### src/rtl/mc_controller_pkg.sv
// Shared encodings for the multicycle MIPS-style controller, ALU core and datapath:
// opcodes, funct codes, ALU operation codes, mux selects and FSM state codes.
package mc_controller_pkg;

  // Instruction opcodes, taken from instruction bits [31:26]
  localparam logic [5:0] OP_RTYPE = 6'b000000;
  localparam logic [5:0] OP_LW    = 6'b100011;
  localparam logic [5:0] OP_SW    = 6'b101011;
  localparam logic [5:0] OP_BEQ   = 6'b000100;
  localparam logic [5:0] OP_J     = 6'b000010;
  localparam logic [5:0] OP_ADDI  = 6'b001000;

  // R-type funct codes, taken from instruction bits [5:0]
  localparam logic [5:0] FN_ADD = 6'b100000;
  localparam logic [5:0] FN_SUB = 6'b100010;
  localparam logic [5:0] FN_AND = 6'b100100;
  localparam logic [5:0] FN_OR  = 6'b100101;
  localparam logic [5:0] FN_SLT = 6'b101010;

  // ALU operation codes understood by the ALU core
  localparam logic [2:0] ALU_ADD = 3'b010;
  localparam logic [2:0] ALU_SUB = 3'b110;
  localparam logic [2:0] ALU_AND = 3'b000;
  localparam logic [2:0] ALU_OR  = 3'b001;
  localparam logic [2:0] ALU_SLT = 3'b111;

  // ALU B-operand select
  localparam logic [1:0] SRCB_REGB  = 2'b00;
  localparam logic [1:0] SRCB_FOUR  = 2'b01;
  localparam logic [1:0] SRCB_IMM   = 2'b10;
  localparam logic [1:0] SRCB_IMMSH = 2'b11;

  // Next-PC source select
  localparam logic [1:0] PCSRC_ALU    = 2'b00;
  localparam logic [1:0] PCSRC_ALUOUT = 2'b01;
  localparam logic [1:0] PCSRC_JUMP   = 2'b10;

  // FSM state codes; 12..15 are unused and recover to FETCH
  typedef enum logic [3:0] {
    S_FETCH  = 4'd0,
    S_DECODE = 4'd1,
    S_MEMADR = 4'd2,
    S_MEMRD  = 4'd3,
    S_MEMWB  = 4'd4,
    S_MEMWR  = 4'd5,
    S_EXEC   = 4'd6,
    S_ALUWB  = 4'd7,
    S_BRANCH = 4'd8,
    S_JUMP   = 4'd9,
    S_ADDIEX = 4'd10,
    S_ADDIWB = 4'd11
  } state_t;

endpackage

### src/rtl/mc_controller_if.sv
// Controller <-> datapath bundle. There is no valid/ready handshake here: the
// instruction fields and zero flag are level inputs sampled every cycle, and every
// control output is a level signal valid for the whole cycle of the current state.
interface mc_controller_if;
  logic [5:0] opcode;
  logic [5:0] funct;
  logic       zero;
  logic       pc_en;
  logic       iord;
  logic       mem_read;
  logic       mem_write;
  logic       ir_write;
  logic       mem_to_reg;
  logic       reg_dst;
  logic       reg_write;
  logic       alu_src_a;
  logic [1:0] alu_src_b;
  logic [1:0] pc_source;
  logic [2:0] alu_ctrl;
  logic       illegal;
  logic [3:0] state;

  // Controller side: consumes instruction fields, drives the datapath controls
  modport master (
    input  opcode, funct, zero,
    output pc_en, iord, mem_read, mem_write, ir_write, mem_to_reg, reg_dst,
           reg_write, alu_src_a, alu_src_b, pc_source, alu_ctrl, illegal, state
  );

  // Datapath side: supplies instruction fields, obeys the controls
  modport slave (
    output opcode, funct, zero,
    input  pc_en, iord, mem_read, mem_write, ir_write, mem_to_reg, reg_dst,
           reg_write, alu_src_a, alu_src_b, pc_source, alu_ctrl, illegal, state
  );
endinterface

### src/rtl/mc_controller_alu_ctrl_dec.sv
// Combinational funct -> ALU operation decode for R-type instructions.
// Unsupported funct codes fall back to add and deassert o_funct_ok.
module alu_ctrl_dec
  import mc_controller_pkg::*;
(
  input  logic [5:0] i_funct,
  output logic [2:0] o_alu_ctrl,
  output logic       o_funct_ok
);

  // Map funct to ALU operation; default is add with the funct flagged bad
  always_comb begin
    o_alu_ctrl = ALU_ADD;
    o_funct_ok = 1'b1;
    case (i_funct)
      FN_ADD:  o_alu_ctrl = ALU_ADD;
      FN_SUB:  o_alu_ctrl = ALU_SUB;
      FN_AND:  o_alu_ctrl = ALU_AND;
      FN_OR:   o_alu_ctrl = ALU_OR;
      FN_SLT:  o_alu_ctrl = ALU_SLT;
      default: o_funct_ok = 1'b0;
    endcase
  end

endmodule

### src/rtl/mc_controller.sv
// Multicycle controller: Moore FSM sequencing fetch, decode, execute, memory and
// writeback. Only pc_en looks at the ALU zero flag; everything else decodes from
// the state register plus the opcode/funct fields.
module mc_controller
  import mc_controller_pkg::*;
(
  input  logic             clk,
  input  logic             reset,
  mc_controller_if.master  bus
);

  state_t     r_state;
  state_t     w_next;
  logic       w_pc_write;
  logic       w_pc_write_cond;
  logic       w_iord;
  logic       w_mem_read;
  logic       w_mem_write;
  logic       w_ir_write;
  logic       w_mem_to_reg;
  logic       w_reg_dst;
  logic       w_reg_write;
  logic       w_alu_src_a;
  logic [1:0] w_alu_src_b;
  logic [1:0] w_pc_source;
  logic [2:0] w_alu_ctrl;
  logic       w_illegal;
  logic [2:0] w_fn_alu_ctrl;
  logic       w_fn_ok;

  alu_ctrl_dec u_alu_ctrl_dec (
    .i_funct    (bus.funct),
    .o_alu_ctrl (w_fn_alu_ctrl),
    .o_funct_ok (w_fn_ok)
  );

  // State register; reset forces FETCH from any state, even mid-instruction
  always_ff @(posedge clk) begin
    if (reset) r_state <= S_FETCH;
    else       r_state <= w_next;
  end

  // Next-state and control decode; everything defaults low, ALU defaults to add
  always_comb begin
    w_next          = S_FETCH;
    w_pc_write      = 1'b0;
    w_pc_write_cond = 1'b0;
    w_iord          = 1'b0;
    w_mem_read      = 1'b0;
    w_mem_write     = 1'b0;
    w_ir_write      = 1'b0;
    w_mem_to_reg    = 1'b0;
    w_reg_dst       = 1'b0;
    w_reg_write     = 1'b0;
    w_alu_src_a     = 1'b0;
    w_alu_src_b     = SRCB_REGB;
    w_pc_source     = PCSRC_ALU;
    w_alu_ctrl      = ALU_ADD;
    w_illegal       = 1'b0;
    case (r_state)
      S_FETCH: begin
        w_mem_read  = 1'b1;
        w_ir_write  = 1'b1;
        w_alu_src_b = SRCB_FOUR;
        w_pc_write  = 1'b1;
        w_next      = S_DECODE;
      end
      S_DECODE: begin
        w_alu_src_b = SRCB_IMMSH;
        case (bus.opcode)
          OP_LW, OP_SW: w_next = S_MEMADR;
          OP_RTYPE:     w_next = S_EXEC;
          OP_BEQ:       w_next = S_BRANCH;
          OP_J:         w_next = S_JUMP;
          OP_ADDI:      w_next = S_ADDIEX;
          default:      w_illegal = 1'b1;
        endcase
      end
      S_MEMADR: begin
        w_alu_src_a = 1'b1;
        w_alu_src_b = SRCB_IMM;
        w_next      = (bus.opcode == OP_LW) ? S_MEMRD : S_MEMWR;
      end
      S_MEMRD: begin
        w_mem_read = 1'b1;
        w_iord     = 1'b1;
        w_next     = S_MEMWB;
      end
      S_MEMWB: begin
        w_reg_write  = 1'b1;
        w_mem_to_reg = 1'b1;
      end
      S_MEMWR: begin
        w_mem_write = 1'b1;
        w_iord      = 1'b1;
      end
      S_EXEC: begin
        // Bad funct aborts straight to FETCH so no register is written
        w_alu_src_a = 1'b1;
        w_alu_ctrl  = w_fn_alu_ctrl;
        w_illegal   = ~w_fn_ok;
        w_next      = w_fn_ok ? S_ALUWB : S_FETCH;
      end
      S_ALUWB: begin
        w_reg_write = 1'b1;
        w_reg_dst   = 1'b1;
      end
      S_BRANCH: begin
        w_alu_src_a     = 1'b1;
        w_alu_ctrl      = ALU_SUB;
        w_pc_write_cond = 1'b1;
        w_pc_source     = PCSRC_ALUOUT;
      end
      S_JUMP: begin
        w_pc_write  = 1'b1;
        w_pc_source = PCSRC_JUMP;
      end
      S_ADDIEX: begin
        w_alu_src_a = 1'b1;
        w_alu_src_b = SRCB_IMM;
        w_next      = S_ADDIWB;
      end
      S_ADDIWB: begin
        w_reg_write = 1'b1;
      end
      default: begin
        // Unused codes: every output low, including the ALU operation
        w_alu_ctrl = 3'b000;
      end
    endcase
  end

  // Drive the bundle; pc_en is the only output that depends on the zero flag
  always_comb begin
    bus.pc_en      = w_pc_write | (w_pc_write_cond & bus.zero);
    bus.iord       = w_iord;
    bus.mem_read   = w_mem_read;
    bus.mem_write  = w_mem_write;
    bus.ir_write   = w_ir_write;
    bus.mem_to_reg = w_mem_to_reg;
    bus.reg_dst    = w_reg_dst;
    bus.reg_write  = w_reg_write;
    bus.alu_src_a  = w_alu_src_a;
    bus.alu_src_b  = w_alu_src_b;
    bus.pc_source  = w_pc_source;
    bus.alu_ctrl   = w_alu_ctrl;
    bus.illegal    = w_illegal;
    bus.state      = r_state;
  end

endmodule

### src/flat_wrapper.sv
// flat-port wrapper written by rule: the top's interface ports become plain ports
module mc_controller_flat import mc_controller_pkg::*;
  (clk, reset, bus_opcode, bus_funct, bus_zero, bus_pc_en, bus_iord, bus_mem_read, bus_mem_write, bus_ir_write, bus_mem_to_reg, bus_reg_dst, bus_reg_write, bus_alu_src_a, bus_alu_src_b, bus_pc_source, bus_alu_ctrl, bus_illegal, bus_state);
  mc_controller_if bus_i ();
  input  logic clk;
  input  logic reset;
  input wire logic [$bits(bus_i.opcode)-1:0] bus_opcode;
  input wire logic [$bits(bus_i.funct)-1:0] bus_funct;
  input wire logic [$bits(bus_i.zero)-1:0] bus_zero;
  output wire logic [$bits(bus_i.pc_en)-1:0] bus_pc_en;
  output wire logic [$bits(bus_i.iord)-1:0] bus_iord;
  output wire logic [$bits(bus_i.mem_read)-1:0] bus_mem_read;
  output wire logic [$bits(bus_i.mem_write)-1:0] bus_mem_write;
  output wire logic [$bits(bus_i.ir_write)-1:0] bus_ir_write;
  output wire logic [$bits(bus_i.mem_to_reg)-1:0] bus_mem_to_reg;
  output wire logic [$bits(bus_i.reg_dst)-1:0] bus_reg_dst;
  output wire logic [$bits(bus_i.reg_write)-1:0] bus_reg_write;
  output wire logic [$bits(bus_i.alu_src_a)-1:0] bus_alu_src_a;
  output wire logic [$bits(bus_i.alu_src_b)-1:0] bus_alu_src_b;
  output wire logic [$bits(bus_i.pc_source)-1:0] bus_pc_source;
  output wire logic [$bits(bus_i.alu_ctrl)-1:0] bus_alu_ctrl;
  output wire logic [$bits(bus_i.illegal)-1:0] bus_illegal;
  output wire logic [$bits(bus_i.state)-1:0] bus_state;
  assign bus_i.opcode = bus_opcode;
  assign bus_i.funct = bus_funct;
  assign bus_i.zero = bus_zero;
  assign bus_pc_en = bus_i.pc_en;
  assign bus_iord = bus_i.iord;
  assign bus_mem_read = bus_i.mem_read;
  assign bus_mem_write = bus_i.mem_write;
  assign bus_ir_write = bus_i.ir_write;
  assign bus_mem_to_reg = bus_i.mem_to_reg;
  assign bus_reg_dst = bus_i.reg_dst;
  assign bus_reg_write = bus_i.reg_write;
  assign bus_alu_src_a = bus_i.alu_src_a;
  assign bus_alu_src_b = bus_i.alu_src_b;
  assign bus_pc_source = bus_i.pc_source;
  assign bus_alu_ctrl = bus_i.alu_ctrl;
  assign bus_illegal = bus_i.illegal;
  assign bus_state = bus_i.state;
  mc_controller u_core (.clk(clk), .reset(reset), .bus(bus_i));
endmodule
### config.mk
export PLATFORM = sky130hd
export DESIGN_NAME = mc_controller_flat
export DESIGN_NICKNAME = d
export VERILOG_FILES = /design/src/rtl/mc_controller_pkg.sv /design/src/rtl/mc_controller_if.sv /design/src/rtl/mc_controller_alu_ctrl_dec.sv /design/src/rtl/mc_controller.sv /design/src/flat_wrapper.sv
export SDC_FILE = /design/constraint.sdc
export NUM_CORES = 1
export LEC_CHECK = 0
export CORE_ASPECT_RATIO = 1.25
export CORE_MARGIN = 5
export CORE_UTILIZATION = 37
export DETAILED_ROUTE_END_ITERATION = 6
export GPL_ROUTABILITY_DRIVEN = 0
export GPL_TIMING_DRIVEN = 0
export PLACE_DENSITY_LB_ADDON = 0.25
export SKIP_CTS_REPAIR_TIMING = 1
export SYNTH_ARGS = -nofsm -noshare
export SYNTH_HDL_FRONTEND = slang
export SYNTH_HIERARCHICAL = 1
export SYNTH_SLANG_ARGS = --single-unit
### constraint.sdc
create_clock -name clk -period 1.7 [get_ports clk]
set_input_delay 0.17 -clock clk [delete_from_list [all_inputs] [get_ports clk]]
set_output_delay 0.17 -clock clk [all_outputs]
set_load 0.02 [all_outputs]
==> results of run 1 <==
==> critical path, delay by kind of cell <==
kind / cells / cell delay, ps
buf+inv: 2 / 730
compound gates: 1 / 140
simple gates: 3 / 600
==> synth_stat cells, types with 2 or more instances <==
cell type,number
nand2b_1,5
dfxtp_1,4
buf_2,3
nor2_1,10
o21ai_0,3
nor2b_1,3
a21o_1,2
nand2_1,2
nor4_1,2
buf_6,2
nor4b_1,2
o211ai_1,2
nand3b_1,2
nor3_1,9
xor2_1,2
a21oi_1,2
and3_1,3
nand4bb_1,2
a31o_2,3
==> power by group through the flow <==
| stage | clock, mW | sequential, mW | combinational (mW) |
|---|---|---|---|
| 2_1_floorplan | 0 | 0.105 | 0.0791 |
| 3_3_place_gp | 0 | 0.103 | 0.167 |
| 3_5_place_dp | 0 | 0.103 | 0.171 |
| 4_1_cts | 0.125 | 0.101 | 0.172 |
| 5_1_grt | 0.137 | 0.103 | 0.188 |
| 6_report | 0.123 | 0.102 | 0.176 |
==> area by class of cell <==
class / instances / share of cell area (%)
Sequential cell: 4 / 7.46
Timing Repair Buffer: 36 / 34.1
Multi-Input combinational cell: 73 / 49.8
Clock buffer: 3 / 2.00
Tap cell: 18 / 2.00
Buffer: 5 / 4.68
==> routing by layer <==
metal  up-vias  GRT usage (%)  part of all wire [%]
met5         -              0                     0
met2        37           30.7                    54
met4         0           6.32                   1.2
li1        404              -                     -
met3         2           4.15                   8.5
met1       402           16.8                    36
==> worst max path at each step <==
stage / from / end / slack, ps / cells after the start
3_3_place_gp: bus_funct[1] / bus_illegal / -660 / 6
2_1_floorplan: u_core/bus.state[2] / bus_ir_write / 100 / 3
6_report: bus_funct[0] / bus_illegal / -110 / 6
4_1_cts: bus_funct[1] / bus_illegal / -690 / 6
5_1_grt: bus_funct[0] / bus_illegal / -180 / 6
3_5_place_dp: bus_funct[1] / bus_illegal / -690 / 6
==> logic make-up (layout without fill, tap and decap cells) <==
family          Yosys count  in the layout
flops                     4              4
xor+xnor                  2              2
fa+ha+maj                 1              1
compound gates           20             20
buf+inv                   5             44
simple gates             49             49
mux                       1              1
==> metrics.txt, run 1 <==
Total Wirelength 2220 um; worst vdd ir between 400 and 500 uV; post-synth cell types 38; fraction of layout instances using a drive strength above 1 27.3%; FMAX 552 MHz; Hold Crit Start bus_funct[4]; clock buffer depth 2; Clk network pwr share 30.7%; die area around 2700 sq um; Final Hold Vio Count 0; DRC 0; final hold slack 552 ps; most area-consuming cells after synthesis dfxtp_1 (13%), nor3_1 (7.1%), nor2_1 (5.9%), nand2b_1 (4.9%), a31o_2 (4.1%); total power ~400 uW; multi-input logic area roughly 560 sq um; register area approximately 84 sq um; Worst Reg-to-Reg Cells 4; DR iter-0 viols 11; TritonCTS clock tree done; port bufs 35; share of the synthesized area in the top cell type 12.6%; die width 47.1 um; simple-gate share of the synthesized area between 40 and 50%; Post-Synth XOR/XNOR Area 2.76%; Finished Layout Cells 139; crit path cell chain clkdlybuf4s50_1 > nor2b_1 > nor3_4 > nor3_1 > a31o_2 > dlymetal6s2s_1; Sw Pwr ~130 uW; initial antenna violation count 0; Seq pwr share 25.5%; Synth Warn # 6; grt total ovfl 0; area leader, netlist dfxtp_1; wire length of the first global-routing pass around 3500 um; Skew-Pair Late Insertion Delay 240 ps; Clock transition at path regs ~40 ps; CP Max Fanout 4; EDFF count, synth 0; CP required 1530 ps; Worst Tran Pin Value 313 ps; relative slew slack 79.0%; Crit Reg-Reg Startpoint u_core/bus.state[1]; failing checks setup timing; internal power ~270 uW; worst hold path cell count 6; DPL Wire Length roughly 1700 um; final critical-path setup slack -112 ps; largest net degree at the start of global routing 11; largest family of logic cells by synthesized area simple AND/OR/NAND/NOR gates; Core Box Area 1600 sq um; Mapped Nets 97; post-place setup slack -690 ps; r2r setup slk 280 ps; signal arrival time at the worst endpoint 1640 ps; endpoints failing setup 1; Startpoint Class input port; worst hold path class input port to register; Tmin final around 1800 ps; Final Net Count approximately 140; Final Max Tran Viols 0; WL per Instance 16.0 um; # H-tree levels 1; commonest non-fill, non-tap cell in the layout dlymetal6s2s_1; Final Skew 1.01 ps; Vias per Instance 6.08; via count 845; n_diodes 0; outcome complete, but fails checks; power share of the combinational group around 44%; vias in the first global route slightly below 800; critical path's slowest cell clkdlybuf4s50_1; Max stage delay on crit path around 500 ps; first drt pass iteration count 4; worst reg2reg path endpoint u_core/bus.state[3]; placed inst area approximately 1000 sq um; RSZ-0062 raised after global routing true; sequential area share after synthesis 12.6%; clk sinks 4; setup TNS -112 ps; final core utilization 70.2%; row cnt 16; Max Cap Viol 0; Initial Util 39.7%; ANT nets after route 0; Syn Inst Count 82; Ports 36; root buffer cell clkbuf_4; period utilisation layout 107%; CTS buffer count 3; Worst Hold Endpoint u_core/bus.state[0]; critical path class input port to primary output; Mapped Avg Cell Area 7.75 sq um; Top FF cell, synth dfxtp_1; post-synthesis compound-gate area fraction 25.6%; mux cell area share after synthesis 1.77%; critical path endpoint category primary output; fraction of power spent switching nets 33.2%; most frequent cells in the layout dlymetal6s2s_1 (17), clkdlybuf4s50_1 (14), nor2_1 (10); Syn Std Cell Area 636 sq um; Fill cells 135; Power Density between 300 and 400 nW/um^2; FFs w/ async S/R, synth 0%; placed cell count 135; leakage between 0.5 and 0.6 nW; Final Instance Area 1120 sq um; GRT Total Usage between 10% and 20%; P&R area growth vs syn 76.8%; FF+latch count, synth 4; chip height roughly 56 um; area share of fa/ha/maj cells after synthesis 1.77%; max reg flops 4
Note: power is estimated with default switching activity, not from simulation.
==> run 2: changes to the inputs <==
--- a/config.mk
+++ b/config.mk
@@ -11,7 +11,7 @@
 export DETAILED_ROUTE_END_ITERATION = 6
 export GPL_ROUTABILITY_DRIVEN = 0
 export GPL_TIMING_DRIVEN = 0
-export PLACE_DENSITY_LB_ADDON = 0.25
+export PLACE_DENSITY = 0.78
 export SKIP_CTS_REPAIR_TIMING = 1
 export SYNTH_ARGS = -nofsm -noshare
 export SYNTH_HDL_FRONTEND = slang
==> run 2 against run 1 <==
The flow still finishes with violations (setup timing). Fmax about the same. First-iteration DRC count unchanged. Cell area down 2.1%. Largest power group unchanged.
==> metrics.txt, run 2 (synthesized netlist as in run 1, its figures left out) <==
placed cell count between 100 and 150; Clock transition at path regs 40 ps; Sw Pwr 121 uW; Seq pwr share 26.6%; max reg flops 4; outcome complete, but fails checks; Worst Reg-to-Reg Cells 4; critical path endpoint category primary output; Crit Reg-Reg Startpoint u_core/bus.state[1]; clk sinks 4; r2r setup slk 300 ps; port bufs 35; FMAX 552 MHz; Total Wirelength 2030 um; CP required 1530 ps; fraction of layout instances using a drive strength above 1 27.5%; worst hold path class input port to register; Finished Layout Cells 138; root buffer cell clkbuf_4; Final Net Count around 140; RSZ-0062 raised after global routing true; post-place setup slack -725 ps; endpoints failing setup 1; critical path class input port to primary output; failing checks setup timing; WL per Instance approximately 15 um; CP Max Fanout 4; die width ~47 um; Max Cap Viol 0; Startpoint Class input port; P&R area growth vs syn 73.0%; n_diodes 0; via count just over 800; power share of the combinational group between 40% and 50%; most frequent cells in the layout dlymetal6s2s_1 (15), clkdlybuf4s50_1 (14), nor2_1 (9); worst vdd ir 663 uV; DRC 0; Worst Setup EP bus_illegal; # H-tree levels 1; grt total ovfl 0; worst setup path start bus_funct[3]; die area 2650 sq um; fraction of power spent switching nets a little under a third; DR iter-0 viols 11; largest net degree at the start of global routing 11; Worst Tran Pin Value roughly 400 ps; Skew-Pair Late Insertion Delay 230 ps; chip height 56.3 um; internal power 260 uW; Final Hold Vio Count 0; Initial Util 39.7%; worst hold path cell count 6; final critical-path setup slack -113 ps; first drt pass iteration count 4; worst reg2reg path endpoint u_core/bus.state[3]; final hold slack 570 ps; signal arrival time at the worst endpoint 1640 ps; CTS buffer count 3; Ports 36; total power around 380 uW; Tmin final between 1500 and 2000 ps; initial antenna violation count 0; Vias per Instance 5.86; row cnt 16; commonest non-fill, non-tap cell in the layout dlymetal6s2s_1; period utilisation layout 107%; Clk network pwr share ~30%; Power Density 347 nW/um^2; wire length of the first global-routing pass 3210 um; TritonCTS clock tree done; Core Box Area 1600 sq um; GRT Total Usage 15.4%; Final Max Tran Viols 0; ANT nets after route 0; clock buffer depth 2; vias in the first global route 798; DPL Wire Length roughly 1600 um; leakage 0.562 nW; Final Skew approximately 6.8 ps; relative slew slack between 70% and 80%
run 2: critical path: stages:
cell and delay, ps:
clkdlybuf4s50_1 450, mux2_1 340, nor3_4 160, nor3_1 100
a31o_2 220, dlymetal6s2s_1 200
run 2: worst min-delay path by stage:
stage | from | end | slack [ps]
final | bus_funct[4] | u_core/bus.state[0] | 570
after global routing | bus_funct[5] | u_core/bus.state[0] | 600
after CTS | reset | u_core/bus.state[2] | 600
after detailed placement | u_core/bus.state[0] | u_core/bus.state[2] | 680
after global placement | u_core/bus.state[0] | u_core/bus.state[2] | 680
after floorplan | reset | u_core/bus.state[2] | 240
run 2: power by group through the flow:
| stage | Clock [mW] | Sequential, mW | Combinational (mW) |
|---|---|---|---|
| after global placement | 0 | 0.102 | 0.166 |
| after floorplan | 0 | 0.105 | 0.0791 |
| after CTS | 0.118 | 0.101 | 0.169 |
| final | 0.114 | 0.101 | 0.166 |
| after global routing | 0.130 | 0.102 | 0.180 |
| after detailed placement | 0 | 0.102 | 0.168 |
run 2: stage by stage:
stage / utilization [%] / cell area, sq um / setup TNS [ps]
2_1_floorplan: - / 647 / 0
3_3_place_gp: 63.7 / 1020 / -3050
3_5_place_dp: 63.7 / 1020 / -3210
4_1_cts: 65.1 / 1040 / -6030
5_1_grt: 68.7 / 1100 / -198
6_report: 68.7 / 1100 / -113
run 2: per-layer routing:
metal	vias up	routed length [um]	GRT usage [%]
li1	402	-	-
met1	379	781	17.1
met2	28	1100	28.5
met3	0	153	3.51
met4	0	0	1.98
met5	-	0	0
run 2: final cells by class:
class,count,area [sq um]
repair buffers,35,364
multi-input cells,73,559
fillers,148,502
flip-flops and latches,4,82.6
plain buffers,5,48.8
well taps,18,22.5
clock buffers,3,22.5
